--- config.mk ---
export PLATFORM = sky130hd
export DESIGN_NAME = alu_operand_entry_flat
export DESIGN_NICKNAME = d
export VERILOG_FILES = /design/src/rtl/alu_operand_entry_if.sv /design/src/rtl/alu_operand_entry.sv /design/src/flat_wrapper.sv
export SDC_FILE = /design/constraint.sdc
export NUM_CORES = 1
export LEC_CHECK = 0
export ABC_AREA = 1
export CORE_ASPECT_RATIO = 2
export CORE_MARGIN = 4
export CORE_UTILIZATION = 30
export DETAILED_ROUTE_END_ITERATION = 12
export HOLD_SLACK_MARGIN = 0.03
export SLEW_MARGIN = 20
export SYNTH_ARGS = -nofsm -noshare
export SYNTH_HDL_FRONTEND = slang
export SYNTH_SLANG_ARGS = --single-unit
--- constraint.sdc ---
create_clock -name clk -period 7.7 [get_ports clk]
set_input_delay 1.54 -clock clk [delete_from_list [all_inputs] [get_ports clk]]
set_output_delay 1.54 -clock clk [all_outputs]
set_load 0.005 [all_outputs]
--- src/rtl/alu_operand_entry_if.sv ---
// Board-side bundle for the operand-entry block: switches, raw buttons and
// ALU status in, operands/opcode/display data out.
interface alu_operand_entry_if #(
    parameter int W = 32
);
    logic [7:0]   sw;
    logic         btn_a;
    logic         btn_b;
    logic         btn_op;
    logic         btn_show;
    logic [W-1:0] F;
    logic         ZF;
    logic         OF;
    logic [W-1:0] A;
    logic [W-1:0] B;
    logic [3:0]   ALU_OP;
    logic [W-1:0] Data;
    logic [1:0]   sel;

    modport master (
        output sw, btn_a, btn_b, btn_op, btn_show, F, ZF, OF,
        input  A, B, ALU_OP, Data, sel
    );

    modport slave (
        input  sw, btn_a, btn_b, btn_op, btn_show, F, ZF, OF,
        output A, B, ALU_OP, Data, sel
    );
endinterface

--- src/rtl/alu_operand_entry.sv ---
// Operand/opcode entry from switches and debounced buttons, with a registered
// display mux feeding the hex display driver.
module alu_operand_entry_db #(
    parameter int DB_CYCLES = 4
) (
    input  logic clk,
    input  logic rst,
    input  logic raw_i,
    output logic pulse_o
);
    localparam int CW = (DB_CYCLES > 1) ? $clog2(DB_CYCLES) : 1;

    logic          sync1_q, sync2_q;
    logic          stable_q, stable_d;
    logic          stable_dly_q;
    logic          pulse_q;
    logic [CW-1:0] cnt_q, cnt_d;

    // Any cycle where the synced level agrees with the stable level restarts the count.
    always_comb begin
        cnt_d    = '0;
        stable_d = stable_q;
        if (sync2_q != stable_q) begin
            if (cnt_q == CW'(DB_CYCLES - 1))
                stable_d = sync2_q;
            else
                cnt_d = cnt_q + 1'b1;
        end
    end

    always_ff @(posedge clk or posedge rst) begin
        if (rst) begin
            sync1_q      <= 1'b0;
            sync2_q      <= 1'b0;
            stable_q     <= 1'b0;
            stable_dly_q <= 1'b0;
            pulse_q      <= 1'b0;
            cnt_q        <= '0;
        end else begin
            sync1_q      <= raw_i;
            sync2_q      <= sync1_q;
            stable_q     <= stable_d;
            stable_dly_q <= stable_q;
            pulse_q      <= stable_q & ~stable_dly_q;
            cnt_q        <= cnt_d;
        end
    end

    assign pulse_o = pulse_q;
endmodule

module alu_operand_entry #(
    parameter int DB_CYCLES = 1_000_000,
    parameter int W         = 32
) (
    input  logic clk,
    input  logic rst,
    alu_operand_entry_if.slave io
);
    localparam int NUM_BTN = 4;

    logic [NUM_BTN-1:0] raw;
    logic [NUM_BTN-1:0] pulse;
    logic [W-1:0]       a_q, a_d;
    logic [W-1:0]       b_q, b_d;
    logic [3:0]         op_q, op_d;
    logic [1:0]         sel_q, sel_d;
    logic [W-1:0]       data_q, data_d;

    // Bit order: 0=A, 1=B, 2=opcode, 3=display select.
    assign raw = {io.btn_show, io.btn_op, io.btn_b, io.btn_a};

    for (genvar g = 0; g < NUM_BTN; g++) begin : g_db
        alu_operand_entry_db #(.DB_CYCLES(DB_CYCLES)) u_db (
            .clk     (clk),
            .rst     (rst),
            .raw_i   (raw[g]),
            .pulse_o (pulse[g])
        );
    end

    always_comb begin
        a_d   = pulse[0] ? ((a_q << 8) | W'(io.sw)) : a_q;
        b_d   = pulse[1] ? ((b_q << 8) | W'(io.sw)) : b_q;
        op_d  = pulse[2] ? io.sw[3:0] : op_q;
        sel_d = pulse[3] ? sel_q + 2'd1 : sel_q;
        unique case (sel_q)
            2'd0:    data_d = a_q;
            2'd1:    data_d = b_q;
            2'd2:    data_d = io.F;
            default: data_d = W'({3'b000, io.OF, 3'b000, io.ZF});
        endcase
    end

    always_ff @(posedge clk or posedge rst) begin
        if (rst) begin
            a_q    <= '0;
            b_q    <= '0;
            op_q   <= '0;
            sel_q  <= '0;
            data_q <= '0;
        end else begin
            a_q    <= a_d;
            b_q    <= b_d;
            op_q   <= op_d;
            sel_q  <= sel_d;
            data_q <= data_d;
        end
    end

    assign io.A      = a_q;
    assign io.B      = b_q;
    assign io.ALU_OP = op_q;
    assign io.sel    = sel_q;
    assign io.Data   = data_q;
endmodule

--- src/flat_wrapper.sv ---
// flat-port wrapper written by rule: the top's interface ports become plain ports
module alu_operand_entry_flat 
#(
    parameter int DB_CYCLES = 1_000_000,
    parameter int W         = 32
)
  (clk, rst, io_sw, io_btn_a, io_btn_b, io_btn_op, io_btn_show, io_F, io_ZF, io_OF, io_A, io_B, io_ALU_OP, io_Data, io_sel);
  alu_operand_entry_if #(.W(W)) io_i ();
  input  logic clk;
  input  logic rst;
  input wire logic [$bits(io_i.sw)-1:0] io_sw;
  input wire logic [$bits(io_i.btn_a)-1:0] io_btn_a;
  input wire logic [$bits(io_i.btn_b)-1:0] io_btn_b;
  input wire logic [$bits(io_i.btn_op)-1:0] io_btn_op;
  input wire logic [$bits(io_i.btn_show)-1:0] io_btn_show;
  input wire logic [$bits(io_i.F)-1:0] io_F;
  input wire logic [$bits(io_i.ZF)-1:0] io_ZF;
  input wire logic [$bits(io_i.OF)-1:0] io_OF;
  output wire logic [$bits(io_i.A)-1:0] io_A;
  output wire logic [$bits(io_i.B)-1:0] io_B;
  output wire logic [$bits(io_i.ALU_OP)-1:0] io_ALU_OP;
  output wire logic [$bits(io_i.Data)-1:0] io_Data;
  output wire logic [$bits(io_i.sel)-1:0] io_sel;
  assign io_i.sw = io_sw;
  assign io_i.btn_a = io_btn_a;
  assign io_i.btn_b = io_btn_b;
  assign io_i.btn_op = io_btn_op;
  assign io_i.btn_show = io_btn_show;
  assign io_i.F = io_F;
  assign io_i.ZF = io_ZF;
  assign io_i.OF = io_OF;
  assign io_A = io_i.A;
  assign io_B = io_i.B;
  assign io_ALU_OP = io_i.ALU_OP;
  assign io_Data = io_i.Data;
  assign io_sel = io_i.sel;
  alu_operand_entry #(.DB_CYCLES(DB_CYCLES), .W(W)) u_core (.clk(clk), .rst(rst), .io(io_i));
endmodule
Word level (Yosys, flattened, before mapping):

Index checks and enable logic that the tools add are counted.

* flip-flop bits (word level): 202
* input bits: 48
* output and inout port bits: 102
* word-level logic and storage cells: 68

* add/sub/neg operators: 5
* equal/unequal tests: 10
* muxes and demuxes: 9
* bitwise logic cells: 10
* reduce and logical (&&, ||, !) cells: 5

Operators by type and width (count)
* two-way mux 20 bit: 8
* one-hot mux 32 bit (3 select lines): 1
* adder 20 x 1 -> 20 bit, second input constant: 4
* == test 20 bit, second input constant: 4
* OR 32 x 8 -> 32 bit: 2
* AND reduction 2 bit: 4
* bitwise AND 1 bit: 4
* inequality test 1 bit: 4
* inverter 1 bit: 4
* adder 2 x 1 -> 2 bit, second input constant: 1
* == test 2 x 1 -> 1 bit, second input constant: 1
* == test 2 bit, second input constant: 1
* zero test 2 bit: 1

Longest topological paths before layout:

Gate-level depths: netlist of run 1.

* depth in word-level cells: 3
* depth in mapped cells: 8
* depth with buffers taken out: 8

By module:

From an unflattened synthesis of run 1, not the netlist that was laid out.

* cell total of the unflattened synthesis: 1167
* area total of the unflattened synthesis: 9895.7 um^2

Modules (own cells, without submodules)
* alu_operand_entry_db: times used 4, cells an instance 165, area an instance 1355.0 um^2, seq. area each 625.6 um^2
* alu_operand_entry: times used 1, cells an instance 507, area an instance 4475.5 um^2, seq. area each 2552.4 um^2

Least setup slack after synthesis of run 1:

OpenSTA, ideal clock, no wires.

* path kind: register to output
* start: reg u_core.sel_q[0] (netlist: u_core.io.sel[0])
* end: out io_sel[0]
* data arrival time: 405 ps
* data required time: 6160 ps
* setup slack: 5755 ps
* cell stages (with the launch flop): 1
* buffers on the path: 0
* path through: dfrtp_1

RTL lines
* start, declared: RTL line alu_operand_entry.sv:67 `logic [1:0] sel_q, sel_d;`
* start signal, assigned: RTL line alu_operand_entry.sv:106 `sel_q <= sel_d;`
* end, declared: RTL line flat_wrapper.sv:23 `output wire logic [$bits(io_i.sel)-1:0] io_sel;`

No word-level cell between the ends.

Final worst setup path of run 1:

* start: reg u_core.sel_q[0] (netlist: u_core.io.sel[0])
* end: out io_sel[0]

No word-level cell between the ends.

==> results of run 1 <==
report_power, final:
group / internal (mW) / switching (mW)
Combinational: 0.0291 / 0.0399
Clock: 0.666 / 0.428
Sequential: 1.07 / 0.00665
Total: 1.76 / 0.475
sequential cells by signal, summed over array words and instances, names as in the netlist, 32 cells and up:
name,flops
u_core.io.B,32
u_core.io.A,32
u_core.io.Data,32
u_core.g_db.u_db.cnt_q,80
per-stage QoR:
stage	power (mW)	hold WS (ns)
floorplan	1.13	0.331
global placement	1.17	0.337
detailed placement	1.17	0.335
CTS	2.28	0.350
global route	2.32	0.355
finish	2.24	0.349
worst register-to-register path, stage by stage (launching register included):
cell and delay (ns):
dfrtp_1 0.44, inv_1 0.11, ha_1 0.38, buf_4 0.37, nand2_1 0.17, nand3_1 0.14
nand2_1 0.06, inv_1 0.06
metal layers:
metal | GRT usage, % | vias up | wire length [µm]
li1 | - | 3746 | -
met1 | 14.8 | 3560 | 8990
met2 | 27.9 | 197 | 13800
met3 | 1.68 | 51 | 975
met4 | 6.56 | 0 | 970
met5 | 0 | - | 0
cell usage in the layout, fill, tap and decap left out, types with 4 or more instances in the layout:
cell type | synthesis | routed
bufinv_16 | 0 | 4
nand2_1 | 258 | 258
a21oi_1 | 31 | 31
xor2_1 | 30 | 30
nand3_1 | 104 | 104
buf_4 | 0 | 6
dfrtp_1 | 202 | 200
clkbuf_16 | 0 | 21
inv_1 | 115 | 114
and2_1 | 4 | 4
nor3_1 | 9 | 9
clkdlybuf4s50_1 | 0 | 149
o21ai_0 | 31 | 31
nor2_1 | 209 | 209
nand2_2 | 10 | 10
nor2_4 | 7 | 7
mux2_2 | 20 | 20
xnor2_1 | 18 | 18
ha_1 | 8 | 8
cell families after synthesis:
logic type | after synthesis
and+or+nand+nor | 617
muxes | 20
AOI/OAI and AO/OA | 67
buffers and inverters | 143
adders and majority gates | 8
xor gates and xnor gates | 50
DFF | 202
final cells by class:
class	instances	area share, %
Sequential cell	202	41.8
Multi-Input combinational cell	762	31.3
Timing Repair Buffer	155	12.7
Clock buffer	25	4.72
Tap cell	418	4.33
Inverter	116	3.66
Clock inverter	12	1.45
how the worst min path moves through the flow:
stage | end | cells after the start
6_report | u_core.g_db[3].u_db.sync2_q | 0
3_5_place_dp | u_core.g_db[3].u_db.sync2_q | 0
2_1_floorplan | u_core.g_db[0].u_db.sync2_q | 0
4_1_cts | u_core.g_db[3].u_db.sync2_q | 0
5_1_grt | u_core.g_db[3].u_db.sync2_q | 0
3_3_place_gp | u_core.g_db[2].u_db.sync2_q | 0
==> flow_summary.yaml, run 1 <==
yosys:
  syn_area_mm2: 0.00938
  synth_fa_ha_area_share_pct: 1.07
  syn_nets: 1163
  yosys_warnings: 0
  ys_types: 31
  seq_area_frac_synth_pct: 53.9
  synth.top_cell.area_share_pct: 53.9
  synthTopCellsByArea: "dfrtp_1, nand2_1, nor2_1"
  yosysTopAreaCell: "dfrtp_1"
  synthMuxAreaShare_pct: 2.40
  synth_most_common_cell: "nand2_1"
  async_flop_share_pct: 100
  synthXorXnorAreaFrac_pct: 4.83
  synth_top_family_by_area: "simple AND/OR/NAND/NOR gates"
  ys_seq_elements: 202
  ys.flop_type: "dfrtp_1"
  syn_avg_cell_area_um2: 8.48
  synth_top_cells_by_count: "nand2_1, nor2_1, dfrtp_1"
  synthCells: 1107
  yosys.area_share.simple_pct: 28.4
  synth_compound_area_share_pct: 3.63
  synth-edff-count: 0
clocking:
  cts_setup_buffers: 0
  root_buffer: "clkbuf_16"
  cts_buffers: 21
  cts_tree: "done"
  clk_pin_slew_worst_paths_ns: 0.06
  clk_latency_ns: 0.50
  post_cts_resized: 0
  ctsLongestPathBuffers: 3
  cts_sinks: 202
  ctsHoldBuffers: 0
  htree_levels: 1
layout:
  finalNetCount: 1314
  fill_cells: 3117
  drive_gt1_share_pct: 7.63
  register_area_mm2: 0.00506
  antenna_cells: 0
  final_cell_area_mm2: 0.0121
  multi_input_area_mm2: 0.00378
  utilization_pct: 39.2
  stdcell_count: 1690
  syn2layout_area_growth_pct: 28.8
critical_path:
  r2r-start: "u_core.io.sel[0]"
  required_ns: 6.16
  cp_slowest_cell: "clkdlybuf4s50_1"
  max_stage_delay_ns: 0.56
  path_buf_inv: 1
  r2r_slack_ns: 5.92
  critPathCapture: "io_sel[0]"
  startpoint_type: "flop"
  worstPathArrival_ns: 1.50
  worstPathMaxFanout: 5
  worst_r2r_path_depth: 7
  r2r-end: "u_core.io.Data[18]"
  critPathTopFamily: "buffers and inverters"
  crit_type: "flop to output port"
  cp-end-kind: "output port"
  startpoint: "u_core.io.sel[0]"
  crit_path_cell_trace: "clkdlybuf4s50_1"
  cp.depth: 1
placement:
  io_buffers: 149
  dpl.hpwl_um: 18500
  post_dp_cell_area_mm2: 0.0113
  gp_congestion: 0.902
  dp_cells: 1653
  dpl_worst_slack_ns: 4.18
timing:
  tightestPinTransition_ns: 1.01
  fin_tns_setup_ns: 0
  rsz0062_at_grt: "no"
  skew_ns: 0.00757
  period_needed_ns: 3.04
  fin_crit_sh_pct: 39.5
  slew_viol_final: 0
  setup_viol: 0
  timing.final.hold_violations: 0
  maxSlewHeadroom_pct: 32.5
  max_freq_mhz: 329
  worst_slack_ns: 4.66
pwr:
  p_leak_nw: 5.44
  power_density_mw_per_mm2: 185
  peakVddDrop_uv: 155
grt:
  grt.total_usage_pct: 14.2
  antenna_found_initial: 0
  grt_pass1_vias: 7670
  grt_max_degree: 92
  grt-ovfl-total: 0
  grt_pass1_wl_um: 39800
route:
  first_iter_violations: 268
  antenna_left: 0
  drt-pass1-iter-count: 4
  vias: 7554
  via_per_inst: 4.47
  remaining_drc_errors: 0
  routed_wl_um: 24700
  wl_per_cell_um: 14.6
floorplan:
  die_x_um: 133
  num_io_pins: 150
  start_util_pct: 30.4
  die_h_um: 258
  rows: 91
  core-area_mm2: 0.0309
  die-area_mm2: 0.0343
flow_run:
  cap_violations: 0
min_path:
  hold_path.class: "flop to flop"
  holdCritStartpoint: "u_core.g_db[3].u_db.sync1_q"
outcome:
  status: "completed"
Power figures use the tool's default switching activity.
==> inputs of run 2 (changes only) <==
==> constraint.sdc (replaced) <==
create_clock -name clk -period 3 [get_ports clk]
set_input_delay 0.6 -clock clk [delete_from_list [all_inputs] [get_ports clk]]
set_output_delay 0.6 -clock clk [all_outputs]
set_load 0.005 [all_outputs]
==> run 2 against run 1 <==
Cell area shrank 0.73%. Clock skew rose by 0.0017 ns. Flip-flop and latch count unchanged. Via count shrank 0.28%. Final cell count hardly changed. Wire length decreased by 1.6%. First-iteration DRC count is 32% higher. Setup slack worse by 3.8 ns. Sequential share of layout area grew 0.33 points. Global-route usage rose by 0.23 points. Core utilization fell by 0.29 points. Highest routed layer unchanged.
==> flow_summary.yaml, run 2 (same netlist as run 1, synthesis figures left out) <==
layout:
  fill_cells: 3109
  largest-register: "u_core.g_db.u_db.cnt_q"
  register_area_mm2: 0.00506
  drive_gt1_share_pct: 7.40
  utilization_pct: 38.9
  multi_input_area_mm2: 0.00378
  syn2layout_area_growth_pct: 27.9
  mostFrequentLayoutCell: "nand2_1"
  finalNetCount: 1314
  final_cell_mix: "nand2_1, nor2_1, dfrtp_1, clkdlybuf4s50_1, inv_1"
  antenna_cells: 0
  largest_register_ffs: 80
pwr:
  p_sw_mw: 1.16
  power.total_mw: 5.27
  p_comb_share_pct: 3.6
  p_leak_nw: 5.40
  p_clk_share_pct: 44.1
  power_density_mw_per_mm2: 439
  internal-power_mw: 4.10
  peakVddDrop_uv: 293
  p_sw_share_pct: 22.1
  pwr-share-seq_pct: 52.4
grt:
  grt_pass1_wl_um: 40600
  grt_pass1_vias: 7833
  grt-ovfl-total: 0
  grt_max_degree: 65
  grt.total_usage_pct: 14.5
  antenna_found_initial: 0
critical_path:
  crit_path_cell_trace: "clkdlybuf4s50_1"
  path_buf_inv: 1
  required_ns: 2.40
  critPathTopFamily: "buffers and inverters"
  crit_type: "flop to output port"
  cp-end-kind: "output port"
  startpoint_type: "flop"
  worstPathMaxFanout: 5
  max_stage_delay_ns: 0.57
  worstPathArrival_ns: 1.50
  cp_slowest_cell: "clkdlybuf4s50_1"
timing:
  max_freq_mhz: 476
  maxSlewHeadroom_pct: 35.4
  slew_viol_final: 0
  timing.final.hold_violations: 0
  hold_ws_ns: 0.349
  fin_crit_sh_pct: 70.1
  skew_ns: 0.00924
  setup_viol: 0
  period_needed_ns: 2.10
  tightestPinTransition_ns: 0.969
  rsz0062_at_grt: "no"
min_path:
  hold_path.class: "flop to flop"
clocking:
  ctsLongestPathBuffers: 3
  cts_tree: "done"
  clk_pin_slew_worst_paths_ns: 0.07
  cts_buffers: 19
  root_buffer: "clkbuf_16"
  cts_setup_buffers: 0
  clk_latency_ns: 0.50
  cts_sinks: 202
  post_cts_resized: 0
  htree_levels: 1
  ctsHoldBuffers: 0
route:
  routed_wl_um: 24300
  remaining_drc_errors: 0
  antenna_left: 0
  wl_per_cell_um: 14.4
  drt-pass1-iter-count: 6
  first_iter_violations: 355
  vias: 7533
  via_per_inst: 4.46
placement:
  io_buffers: 149
  gp_congestion: 0.852
  dpl.hpwl_um: 18400
floorplan:
  die_h_um: 258
  start_util_pct: 30.4
  num_io_pins: 150
  die-area_mm2: 0.0343
  core-area_mm2: 0.0309
  rows: 91
  die_x_um: 133
outcome:
  status: "completed"
flow_run:
  cap_violations: 0
## run 2: metal layers
metal / track usage, % / vias up / share of wire (%)
met4: 5.49 / 0 / 3.0
met5: 0 / - / 0
met1: 15.6 / 3565 / 37
met2: 28.3 / 167 / 56
li1: - / 3757 / -
met3: 1.64 / 44 / 3.8
## run 2: cell type report
class / count / area share [%]
clock buffer: 26 / 4.51
sequential: 202 / 42.2
tap: 418 / 4.36
multi-input combinational: 762 / 31.5
timing repair buffer: 157 / 13.3
inverter: 116 / 3.66
clock inverter: 8 / 0.427
## run 2: power by group through the flow
stage | Combinational, mW | Clock (mW) | Sequential, mW
2_1_floorplan | 0.0850 | 0 | 2.81
3_3_place_gp | 0.191 | 0 | 2.81
3_5_place_dp | 0.195 | 0 | 2.81
4_1_cts | 0.195 | 2.42 | 2.76
5_1_grt | 0.215 | 2.50 | 2.76
6_report | 0.188 | 2.32 | 2.76
## run 2: per-stage QoR
step                      instances  setup TNS (ns)  setup WS, ns  cell area [µm²]
after floorplan                1107          -43.69        -0.216             9390
after global placement         1655               0          1.21            11400
after detailed placement       1655               0          1.18            11400
after CTS                      1689               0         0.849            12000
after global routing           1689               0         0.846            12000
final                          1689               0         0.898            12000
## run 2: path summary, 6_finish.rpt
check | endpoint | slack [ns] | from | depth (start not counted)
setup / recovery | io_sel[0] | 0.90 | u_core.io.sel[0] | 1
hold / removal | u_core.g_db[0].u_db.sync2_q | 0.35 | u_core.g_db[0].u_db.sync1_q | 0
min in group asynchronous | u_core.g_db[3].u_db.cnt_q[16] | 0.53 | rst | 2
hold reg to reg | u_core.g_db[0].u_db.sync2_q | 0.35 | u_core.g_db[0].u_db.sync1_q | 0
setup reg to reg | u_core.g_db[1].u_db.cnt_q[6] | 1.37 | u_core.g_db[1].u_db.cnt_q[0] | 6
max in group asynchronous | u_core.io.Data[30] | 1.75 | rst | 3
==> inputs of run 3 (changes only) <==
==> constraint.sdc (replaced) <==
create_clock -name clk -period 2.1 [get_ports clk]
set_input_delay 0.42 -clock clk [delete_from_list [all_inputs] [get_ports clk]]
set_output_delay 0.42 -clock clk [all_outputs]
set_load 0.005 [all_outputs]
==> run 3 against run 2 <==
Largest cell class unchanged. Sequential share of layout area decreased by 0.43 points. Sequential power is 43% higher. Register-to-register slack lost 0.96 ns. Power up 50%. Clock-buffer cell count increased by 6.
==> flow_summary.yaml, run 3 (same netlist as run 1, synthesis figures left out) <==
clocking:
  post_cts_resized: 0
  root_buffer: "clkbuf_16"
  ctsLongestPathBuffers: 3
  clk_pin_slew_worst_paths_ns: 0.06
  cts_sinks: 202
  cts_tree: "done"
  cts_setup_buffers: 0
  htree_levels: 1
  ctsHoldBuffers: 0
  cts_buffers: 21
  clk_latency_ns: 0.51
route:
  remaining_drc_errors: 0
  antenna_left: 0
  wl_per_cell_um: 15.0
  vias: 7689
  first_iter_violations: 289
  via_per_inst: 4.54
  drt-pass1-iter-count: 4
  routed_wl_um: 25400
grt:
  grt_pass1_wl_um: 41100
  grt_pass1_vias: 8043
  grt-busiest-layer: "met2"
  antenna_found_initial: 0
  grt_use_met2_pct: 28.8
  grt_max_degree: 58
  grt.total_usage_pct: 14.8
  grt-ovfl-total: 0
  met1_usage_pct: 14.6
  use_met3_pct: 1.89
critical_path:
  cp-end-kind: "output port"
  required_ns: 1.68
  cp_slowest_cell: "clkdlybuf4s50_1"
  max_stage_delay_ns: 0.62
  crit_path_cell_trace: "clkdlybuf4s50_1"
  worstPathMaxFanout: 5
  crit_type: "flop to output port"
  critPathTopFamily: "buffers and inverters"
  startpoint_type: "flop"
  worstPathArrival_ns: 1.56
  path_buf_inv: 1
placement:
  dpl.hpwl_um: 19200
  dpl_worst_slack_ns: 0.428
  io_buffers: 149
  gp_congestion: 0.886
  post_dp_cell_area_mm2: 0.0115
floorplan:
  rows: 91
  core-area_mm2: 0.0309
  die_x_um: 133
  num_io_pins: 150
  die_h_um: 258
  start_util_pct: 30.4
  die-area_mm2: 0.0343
layout:
  antenna_cells: 0
  mostFrequentLayoutCell: "nand2_1"
  final_cell_area_mm2: 0.0121
  syn2layout_area_growth_pct: 29.2
  multi_input_area_mm2: 0.00378
  fill_cells: 3085
  register_area_mm2: 0.00506
  largest-register: "u_core.g_db.u_db.cnt_q"
  final_cell_mix: "nand2_1, nor2_1, dfrtp_1, clkdlybuf4s50_1, inv_1"
  finalNetCount: 1319
  largest_register_ffs: 80
  drive_gt1_share_pct: 7.52
pwr:
  p_leak_nw: 5.45
  power.total_mw: 7.88
  peakVddDrop_uv: 432
  power_density_mw_per_mm2: 650
timing:
  slew_viol_final: 0
  skew_ns: 0.0135
  rsz0062_at_grt: "no"
  maxSlewHeadroom_pct: 44.2
  period_needed_ns: 1.98
  setup_viol: 0
  fin_tns_setup_ns: 0
  fin_crit_sh_pct: 94.5
  hold_ws_ns: 0.223
  worst_slack_ns: 0.116
  timing.final.hold_violations: 0
  max_freq_mhz: 504
  tightestPinTransition_ns: 0.836
flow_run:
  cap_violations: 0
min_path:
  hold_path.class: "primary input to async pin"
outcome:
  status: "completed"
## run 3: changes by cell type in the layout (fill, tap and decap cells not counted), sizes merged
cell	delta
inv	-1
buf	+3
clkinvlp	+1
bufinv	+1
clkinv	-4
clkbuf	+6
## run 3: layout make-up
type                       instances  area share, %
clock buffer                      32           5.01
clock inverter                     5          0.496
inverter                         116           3.62
multi-input combinational        762           31.2
sequential                       202           41.7
tap                              418           4.32
timing repair buffer             160           13.6
## run 3: path summary, 6_finish.rpt
path | cells past startpoint | from | slack, ns | endpoint
worst max-delay path | 1 | u_core.io.sel[0] | 0.12 | io_sel[0]
max in group asynchronous | 3 | rst | 1.27 | u_core.g_db[0].u_db.pulse_o
min in group clk | 0 | u_core.g_db[0].u_db.sync1_q | 0.35 | u_core.g_db[0].u_db.sync2_q
worst max register to register | 7 | u_core.io.sel[0] | 0.41 | u_core.io.Data[18]
worst min register to register | 0 | u_core.g_db[0].u_db.sync1_q | 0.35 | u_core.g_db[0].u_db.sync2_q
worst min-delay path | 2 | rst | 0.22 | u_core.g_db[3].u_db.sync2_q
## run 3: power breakdown
group,switching (mW),leakage (nW),internal (mW)
clock,1.54,0.323,2.12
sequential,0.0243,2.71,3.92
combinational,0.155,2.42,0.120
## run 3: per-stage QoR
| stage | instances | utilization [%] |
|---|---|---|
| floorplan | 1107 | - |
| global placement | 1658 | 37.1 |
| detailed placement | 1658 | 37.1 |
| CTS | 1695 | 39.3 |
| global route | 1695 | 39.3 |
| finish | 1695 | 39.3 |
## run 3: routing by layer
layer,vias to the layer above,share of wire [%]
met5,-,0
met1,3640,35
met2,206,55
met3,80,4.1
li1,3763,-
met4,0,5.7
## run 3: worst reg2reg max path: cells and delay by family (launching register included)
| kind | cells | cell delay, ns |
|---|---|---|
| adders and majority gates | 1 | 0.38 |
| buffers and inverters | 3 | 0.54 |
| DFF | 1 | 0.44 |
| and+or+nand+nor | 3 | 0.25 |
